[src/rtl/hamming_encode_seq_if.sv]
// Memory-port and encoder-port bundle for hamming_encode_seq.
// cycle_count exists only when HAMMING_SEQ_CYCLE_COUNT_EN is defined.
interface hamming_encode_seq_if #(
  parameter int ADDR_W = 8
);
  logic              start;
  logic              busy;
  logic              done;
  logic [ADDR_W-1:0] mem_addr;
  logic              mem_wr_en;
  logic [7:0]        mem_wr_data;
  logic [7:0]        mem_rd_data;
  logic [7:0]        enc_a;
  logic [7:0]        enc_b;
  logic [7:0]        enc_msw;
  logic [7:0]        enc_lsw;
`ifdef HAMMING_SEQ_CYCLE_COUNT_EN
  logic [15:0]       cycle_count;
`endif

  modport master (
    input  start, mem_rd_data, enc_msw, enc_lsw,
    output busy, done, mem_addr, mem_wr_en, mem_wr_data, enc_a, enc_b
`ifdef HAMMING_SEQ_CYCLE_COUNT_EN
    , output cycle_count
`endif
  );

  modport slave (
    output start, mem_rd_data, enc_msw, enc_lsw,
    input  busy, done, mem_addr, mem_wr_en, mem_wr_data, enc_a, enc_b
`ifdef HAMMING_SEQ_CYCLE_COUNT_EN
    , input cycle_count
`endif
  );
endinterface

[src/rtl/hamming_encode_seq.sv]
// Sequences Hamming(16,11) encoding over a memory block: 2 reads, 1 capture, 2 writes per message.
// Latency: 5 cycles per message, DONE at edge k+5*NUM_MSGS; no backpressure, START ignored while busy.
// Optional busy-cycle counter under HAMMING_SEQ_CYCLE_COUNT_EN.
module hamming_encode_seq #(
  parameter int NUM_MSGS = 15,
  parameter int SRC_BASE = 0,
  parameter int DST_BASE = 30,
  parameter int ADDR_W   = 8
) (
  input  logic              clk,
  input  logic              reset_n,
  hamming_encode_seq_if.master bus
);

  localparam logic [2:0] ST_IDLE  = 3'd0;
  localparam logic [2:0] ST_RD_LO = 3'd1;
  localparam logic [2:0] ST_RD_HI = 3'd2;
  localparam logic [2:0] ST_CAP   = 3'd3;
  localparam logic [2:0] ST_WR_LO = 3'd4;
  localparam logic [2:0] ST_WR_HI = 3'd5;
  localparam logic [2:0] ST_DONE  = 3'd6;

  localparam logic [ADDR_W-1:0] SRC  = ADDR_W'(SRC_BASE);
  localparam logic [ADDR_W-1:0] DST  = ADDR_W'(DST_BASE);
  localparam logic [ADDR_W-1:0] LAST = ADDR_W'(NUM_MSGS - 1);

  logic [2:0]        state;
  logic [ADDR_W-1:0] idx;
  logic [7:0]        lo_q;
  logic [2:0]        hi_q;
  logic [ADDR_W-1:0] src_a;
  logic [ADDR_W-1:0] dst_a;
  logic              busy_w;
  logic              start_ok;

  // Address arithmetic wraps modulo 2^ADDR_W by construction.
  assign src_a    = SRC + (idx << 1);
  assign dst_a    = DST + (idx << 1);
  assign busy_w   = (state == ST_RD_LO) || (state == ST_RD_HI) || (state == ST_CAP) ||
                    (state == ST_WR_LO) || (state == ST_WR_HI);
  assign start_ok = ((state == ST_IDLE) || (state == ST_DONE)) && bus.start;

  always_ff @(posedge clk or negedge reset_n) begin
    if (!reset_n) begin
      state <= ST_IDLE;
      idx   <= '0;
      lo_q  <= '0;
      hi_q  <= '0;
    end else begin
      case (state)
        ST_IDLE, ST_DONE: begin
          if (bus.start) begin
            state <= ST_RD_LO;
            idx   <= '0;
          end
        end
        ST_RD_LO: state <= ST_RD_HI;
        ST_RD_HI: begin
          lo_q  <= bus.mem_rd_data;
          state <= ST_CAP;
        end
        ST_CAP: begin
          // Only b11..b9 are kept; the upper high-byte bits never reach the encoder.
          hi_q  <= bus.mem_rd_data[2:0];
          state <= ST_WR_LO;
        end
        ST_WR_LO: state <= ST_WR_HI;
        ST_WR_HI: begin
          if (idx == LAST) begin
            state <= ST_DONE;
          end else begin
            idx   <= idx + 1'b1;
            state <= ST_RD_LO;
          end
        end
        default: state <= ST_IDLE;
      endcase
    end
  end

  always_comb begin
    bus.mem_addr    = '0;
    bus.mem_wr_en   = 1'b0;
    bus.mem_wr_data = 8'h00;
    case (state)
      ST_RD_LO: bus.mem_addr = src_a;
      ST_RD_HI, ST_CAP: bus.mem_addr = src_a + 1'b1;
      ST_WR_LO: begin
        bus.mem_addr    = dst_a;
        bus.mem_wr_en   = 1'b1;
        bus.mem_wr_data = bus.enc_lsw;
      end
      ST_WR_HI: begin
        bus.mem_addr    = dst_a + 1'b1;
        bus.mem_wr_en   = 1'b1;
        bus.mem_wr_data = bus.enc_msw;
      end
      default: ;
    endcase
  end

  assign bus.busy  = busy_w;
  assign bus.done  = (state == ST_DONE);
  assign bus.enc_a = {5'b0, hi_q};
  assign bus.enc_b = lo_q;

`ifdef HAMMING_SEQ_CYCLE_COUNT_EN
  logic [15:0] cyc_q;

  always_ff @(posedge clk or negedge reset_n) begin
    if (!reset_n) begin
      cyc_q <= '0;
    end else if (start_ok) begin
      cyc_q <= '0;
    end else if (busy_w && (cyc_q != 16'hFFFF)) begin
      cyc_q <= cyc_q + 16'd1;
    end
  end

  assign bus.cycle_count = cyc_q;
`else
  logic unused_start_ok;
  assign unused_start_ok = start_ok;
`endif

endmodule

[src/flat_wrapper.sv]
// flat-port wrapper written by rule: the top's interface ports become plain ports
module hamming_encode_seq_flat 
#(
  parameter int NUM_MSGS = 15,
  parameter int SRC_BASE = 0,
  parameter int DST_BASE = 30,
  parameter int ADDR_W   = 8
)
  (clk, reset_n, bus_start, bus_mem_rd_data, bus_enc_msw, bus_enc_lsw, bus_busy, bus_done, bus_mem_addr, bus_mem_wr_en, bus_mem_wr_data, bus_enc_a, bus_enc_b);
  hamming_encode_seq_if #(.ADDR_W(ADDR_W)) bus_i ();
  input  logic clk;
  input  logic reset_n;
  input wire logic [$bits(bus_i.start)-1:0] bus_start;
  input wire logic [$bits(bus_i.mem_rd_data)-1:0] bus_mem_rd_data;
  input wire logic [$bits(bus_i.enc_msw)-1:0] bus_enc_msw;
  input wire logic [$bits(bus_i.enc_lsw)-1:0] bus_enc_lsw;
  output wire logic [$bits(bus_i.busy)-1:0] bus_busy;
  output wire logic [$bits(bus_i.done)-1:0] bus_done;
  output wire logic [$bits(bus_i.mem_addr)-1:0] bus_mem_addr;
  output wire logic [$bits(bus_i.mem_wr_en)-1:0] bus_mem_wr_en;
  output wire logic [$bits(bus_i.mem_wr_data)-1:0] bus_mem_wr_data;
  output wire logic [$bits(bus_i.enc_a)-1:0] bus_enc_a;
  output wire logic [$bits(bus_i.enc_b)-1:0] bus_enc_b;
  assign bus_i.start = bus_start;
  assign bus_i.mem_rd_data = bus_mem_rd_data;
  assign bus_i.enc_msw = bus_enc_msw;
  assign bus_i.enc_lsw = bus_enc_lsw;
  assign bus_busy = bus_i.busy;
  assign bus_done = bus_i.done;
  assign bus_mem_addr = bus_i.mem_addr;
  assign bus_mem_wr_en = bus_i.mem_wr_en;
  assign bus_mem_wr_data = bus_i.mem_wr_data;
  assign bus_enc_a = bus_i.enc_a;
  assign bus_enc_b = bus_i.enc_b;
  hamming_encode_seq #(.NUM_MSGS(NUM_MSGS), .SRC_BASE(SRC_BASE), .DST_BASE(DST_BASE), .ADDR_W(ADDR_W)) u_core (.clk(clk), .reset_n(reset_n), .bus(bus_i));
endmodule
[config.mk]
export PLATFORM = sky130hd
export DESIGN_NAME = hamming_encode_seq_flat
export DESIGN_NICKNAME = d
export VERILOG_FILES = /design/src/rtl/hamming_encode_seq_if.sv /design/src/rtl/hamming_encode_seq.sv /design/src/flat_wrapper.sv
export SDC_FILE = /design/constraint.sdc
export NUM_CORES = 1
export LEC_CHECK = 0
export CELL_PAD_IN_SITES_DETAIL_PLACEMENT = 1
export CELL_PAD_IN_SITES_GLOBAL_PLACEMENT = 2
export CORE_MARGIN = 2
export CORE_UTILIZATION = 24
export CTS_CLUSTER_DIAMETER = 100
export DETAILED_ROUTE_END_ITERATION = 6
export GPL_TIMING_DRIVEN = 0
export PLACE_DENSITY_LB_ADDON = 0.1
export SYNTH_ARGS = -nofsm -noshare
export SYNTH_HDL_FRONTEND = slang
export SYNTH_SLANG_ARGS = --single-unit
[constraint.sdc]
create_clock -name clk -period 2.5 [get_ports clk]
set_input_delay 0.25 -clock clk [delete_from_list [all_inputs] [get_ports clk]]
set_output_delay 0.25 -clock clk [all_outputs]
set_load 0.005 [all_outputs]
==> summary.txt <==
Outcome
  – Status: finished, final reports clean

Clock network
  – Clock insertion delay at the later pin of the skew report: 260 ps
  – CTS HTree Levels: 1
  – TritonCTS clock tree: done
  – CTS Root Cell: clkbuf_8
  – Clk slew on worst S/H paths: about 80 ps
  – Sink Count: 22
  – CTS buffer count: 3
  – Max Buffers Root-to-Sink: 2

Layout
  – Layout cell share with drive strength beyond 1: 0.1911
  – Cell Count, Final, Fillers Out: 300
  – # diodes: 0
  – Fill count: 704
  – Area added between synthesis and finish: 50.77%
  – Nets: between 200 and 300

Timing
  – Slew @ Worst Pin: 1006 ps
  – Fin. max-slew vios: 0
  – Crit path time final: ~2300 ps
  – Unrepaired setup endpoints after global routing: no
  – Tcrit/Tclk final: 0.9278
  – Setup Skew: 4.794 ps
  – Finish-stage setup viols: 0
  – Final hold violations: 0
  – Relative slew slack: 0.3275
  – Max Fclk: 431.1 MHz

Power and ir drop
  – Clock power share: 0.349
  – Internal: 0.5810 mW
  – Tot Pwr: 0.7327 mW
  – Leakage: 0.9235 nW
  – P_sw: between 0.15 and 0.2 mW
  – Pwr/cell area: 334.2 nW/um^2
  – Worst IR Drop VDD: 226.1 uV
  – Register share of total power: 0.504
  – Sw Ratio: 0.2070
  – Comb pwr share: 0.147

Synthesis
  – Synth unique cells: 39
  – Register area share after synthesis: 0.3787
  – Synthesized area: 1454 um^2
  – Post-Syn Instances: 160
  – Number of enable flip-flop cells after synthesis: 0
  – Post-synth top area share: 0.3787
  – Register bit total from synthesis: 22
  – Ys flop type: dfrtp_1
  – Ranking of synthesized cells by area: dfrtp_1, mux2_2, nor2_1
  – Area leader, netlist: dfrtp_1
  – Synth Warn #: 0
  – Syn_area_per_cell: 9.087 um^2
  – Ys async rst share: 1.000

Placed design
  – RD Place Congestion: 0.7639
  – Count of input and output buffers: 56
  – Post-Place Cells: 295
  – Hpwl dp: 3381 um

Routing
  – Final wirelength: 4196 um
  – Number of remaining DRC errors: 0
  – Vias: ~1,400
  – Wire per inst: 13.99 um
  – Detail Route Antenna Nets: 0
  – Vias per cell: 4.570
  – Number of iterations in the first detailed-routing pass: 3
  – DR iter-0 viols: 39

GRT
  – GR Util All Layers: 0.1292
  – First-pass GRT wire length: 6810 um
  – Number of global-route vias before repair: 1,435
  – Overflow left after global routing: 0
  – Antenna violations before repair: 0
  – Largest net degree at the start of global routing: 23

Die
  – Die Y: 81.83 um
  – IO Pins: 62
  – Die area: 6696 um^2
  – Initial core utilization: 0.2470
  – Core area: 5886 um^2
  – Site Rows: 28
  – Die X: 81.83 um

Setup path
  – Worst-path fanout max: 3
  – Crit Path Category: flop to primary output
  – Crit. End Element: primary output
  – Crit path DAT: 2070 ps
  – Setup crit end: bus_mem_addr[7]
  – Worst setup SP type: flop
  – Worst r2r dst: u_core.bus.enc_b[1]$_DFFE_PN0P_
  – Reg2reg setup slack: 890 ps
  – R2r startpoint: u_core.state[2]$_DFFE_PN0P_
  – CP Launch Point: u_core.idx[0]$_DFFE_PN0P_
  – Worst Reg-to-Reg Cells: 4
  – Critical Path RT: roughly 2300 ps

Job
  – Number of max-cap violations: 0

Hold path
  – Worst hold-check path type: flop to flop
how the worst min path moves through the flow:
stage | start | end | slack (ps) | cells after the start
6_report | u_core.bus.enc_b[2]$_DFFE_PN0P_ | u_core.bus.enc_b[2]$_DFFE_PN0P_ | 520 | 1
5_1_grt | u_core.hi_q[1]$_DFFE_PN0N_ | u_core.hi_q[1]$_DFFE_PN0N_ | 540 | 1
4_1_cts | u_core.hi_q[1]$_DFFE_PN0N_ | u_core.hi_q[1]$_DFFE_PN0N_ | 520 | 1
3_5_place_dp | u_core.bus.enc_b[7]$_DFFE_PN0P_ | u_core.bus.enc_b[7]$_DFFE_PN0P_ | 500 | 1
3_3_place_gp | u_core.hi_q[1]$_DFFE_PN0N_ | u_core.hi_q[1]$_DFFE_PN0N_ | 490 | 1
2_1_floorplan | reset_n | u_core.bus.enc_b[0]$_DFFE_PN0P_ | -50 | 0
state kept, by name, summed over array words and instances, names as in the netlist:
name,cells
u_core.bus.enc_b,8
u_core.idx,8
u_core.hi_q,3
u_core.state,3
cells by family (layout without fill, tap and decap cells):
kind of cell               count (synthesis)  after routing  synth area share
AOI/OAI and AO/OA                         31             31            0.1368
xor gates and xnor gates                   3              3           0.01808
muxes                                     19             19            0.1403
DFF                                       22             22            0.3787
buffers and inverters                     22             83           0.09380
adders and majority gates                  3              3           0.02582
other                                      1              5          0.002579
and+or+nand+nor                           59             59            0.2040
cell usage after synthesis, types with 2 or more instances:
library cell  number
dfrtp_1           22
nor2_1            22
nand2_1           14
o21ai_0           13
mux2_2            11
buf_4              9
mux2i_1            8
inv_1              6
nor3_1             5
a21oi_1            4
buf_2              4
ha_1               3
nand3_1            3
o31ai_1            3
xnor2_1            3
a21o_1             2
and3_1             2
buf_6              2
nand2b_1           2
nor3b_1            2
o22ai_1            2
layer usage:
metal | vias up | track usage | part of all wire
met3 | 2 | 0.01978 | 0.044
li1 | 672 | - | -
met5 | - | 0 | 0
met4 | 0 | 0.02500 | 0.0043
met2 | 34 | 0.2366 | 0.52
met1 | 663 | 0.1599 | 0.43
power groups by stage:
stage                     combinational, mW  sequential, mW  clock [mW]
after floorplan                      0.0241           0.377           0
final                                 0.108           0.370       0.255
after global routing                  0.118           0.371       0.282
after global placement                0.106           0.376           0
after detailed placement              0.109           0.376           0
after CTS                             0.110           0.370       0.266
final cells by class:
cell class              count  area (um^2)  share of cell area
multi-input cells         120        784.5              0.3579
inverters                   6        22.52             0.01027
well taps                  75        93.84             0.04281
flip-flops and latches     22        553.0              0.2523
plain buffers              15        110.1             0.05023
repair buffers             58        573.1              0.2614
clock buffers               4        55.05             0.02511
layout by cell type (no fill, tap or decap), types with 2 or more instances in the layout:
cell type        netlist  final
clkdlybuf4s50_1        0     54
nor2_1                22     22
dfrtp_1               22     20
nand2_1               14     14
o21ai_0               13     13
buf_4                  9     11
mux2_2                11     11
mux2i_1                8      8
inv_1                  6      6
nor3_1                 5      5
conb_1                 1      5
buf_2                  4      4
a21oi_1                4      4
clkbuf_8               0      4
nand3_1                3      3
o31ai_1                3      3
xnor2_1                3      3
nand2b_1               2      2
buf_6                  2      2
and3_1                 2      2
o22ai_1                2      2
nor3b_1                2      2
a21o_1                 2      2
ha_1                   3      2
dlygate4sd2_1          0      2
dfrtp_2                0      2
critical path: stages, from the launching register on:
cell and delay, ps:
dfrtp_2 420, inv_1 80, ha_2 200, or3b_2 480
a31oi_1 180, o21ai_0 100, o31ai_1 90, dlygate4sd2_1 270
stage by stage:
stage | hold slack, ps | worst slack (ps) | cell area (um^2) | util | setup TNS [ps]
2_1_floorplan | -45.59 | 669.8 | 1469 | - | 0
3_3_place_gp | 491.0 | -28.13 | 2123 | 0.3608 | -28.13
3_5_place_dp | 495.1 | -102.0 | 2123 | 0.3608 | -102.0
4_1_cts | 521.7 | 169.7 | 2192 | 0.3724 | 0
5_1_grt | 537.6 | 89.69 | 2192 | 0.3724 | 0
6_report | 517.0 | 180.5 | 2192 | 0.3724 | 0
what timing repair did:
| item | in CTS | in global routing |
|---|---|---|
| resized for setup | 5 | 0 |
| setup buffers | 2 | 0 |
| endpoints found under the setup margin | 2 | 0 |
| hold buffers | 0 | 0 |
No activity file was read; power rests on OpenSTA's default activity.
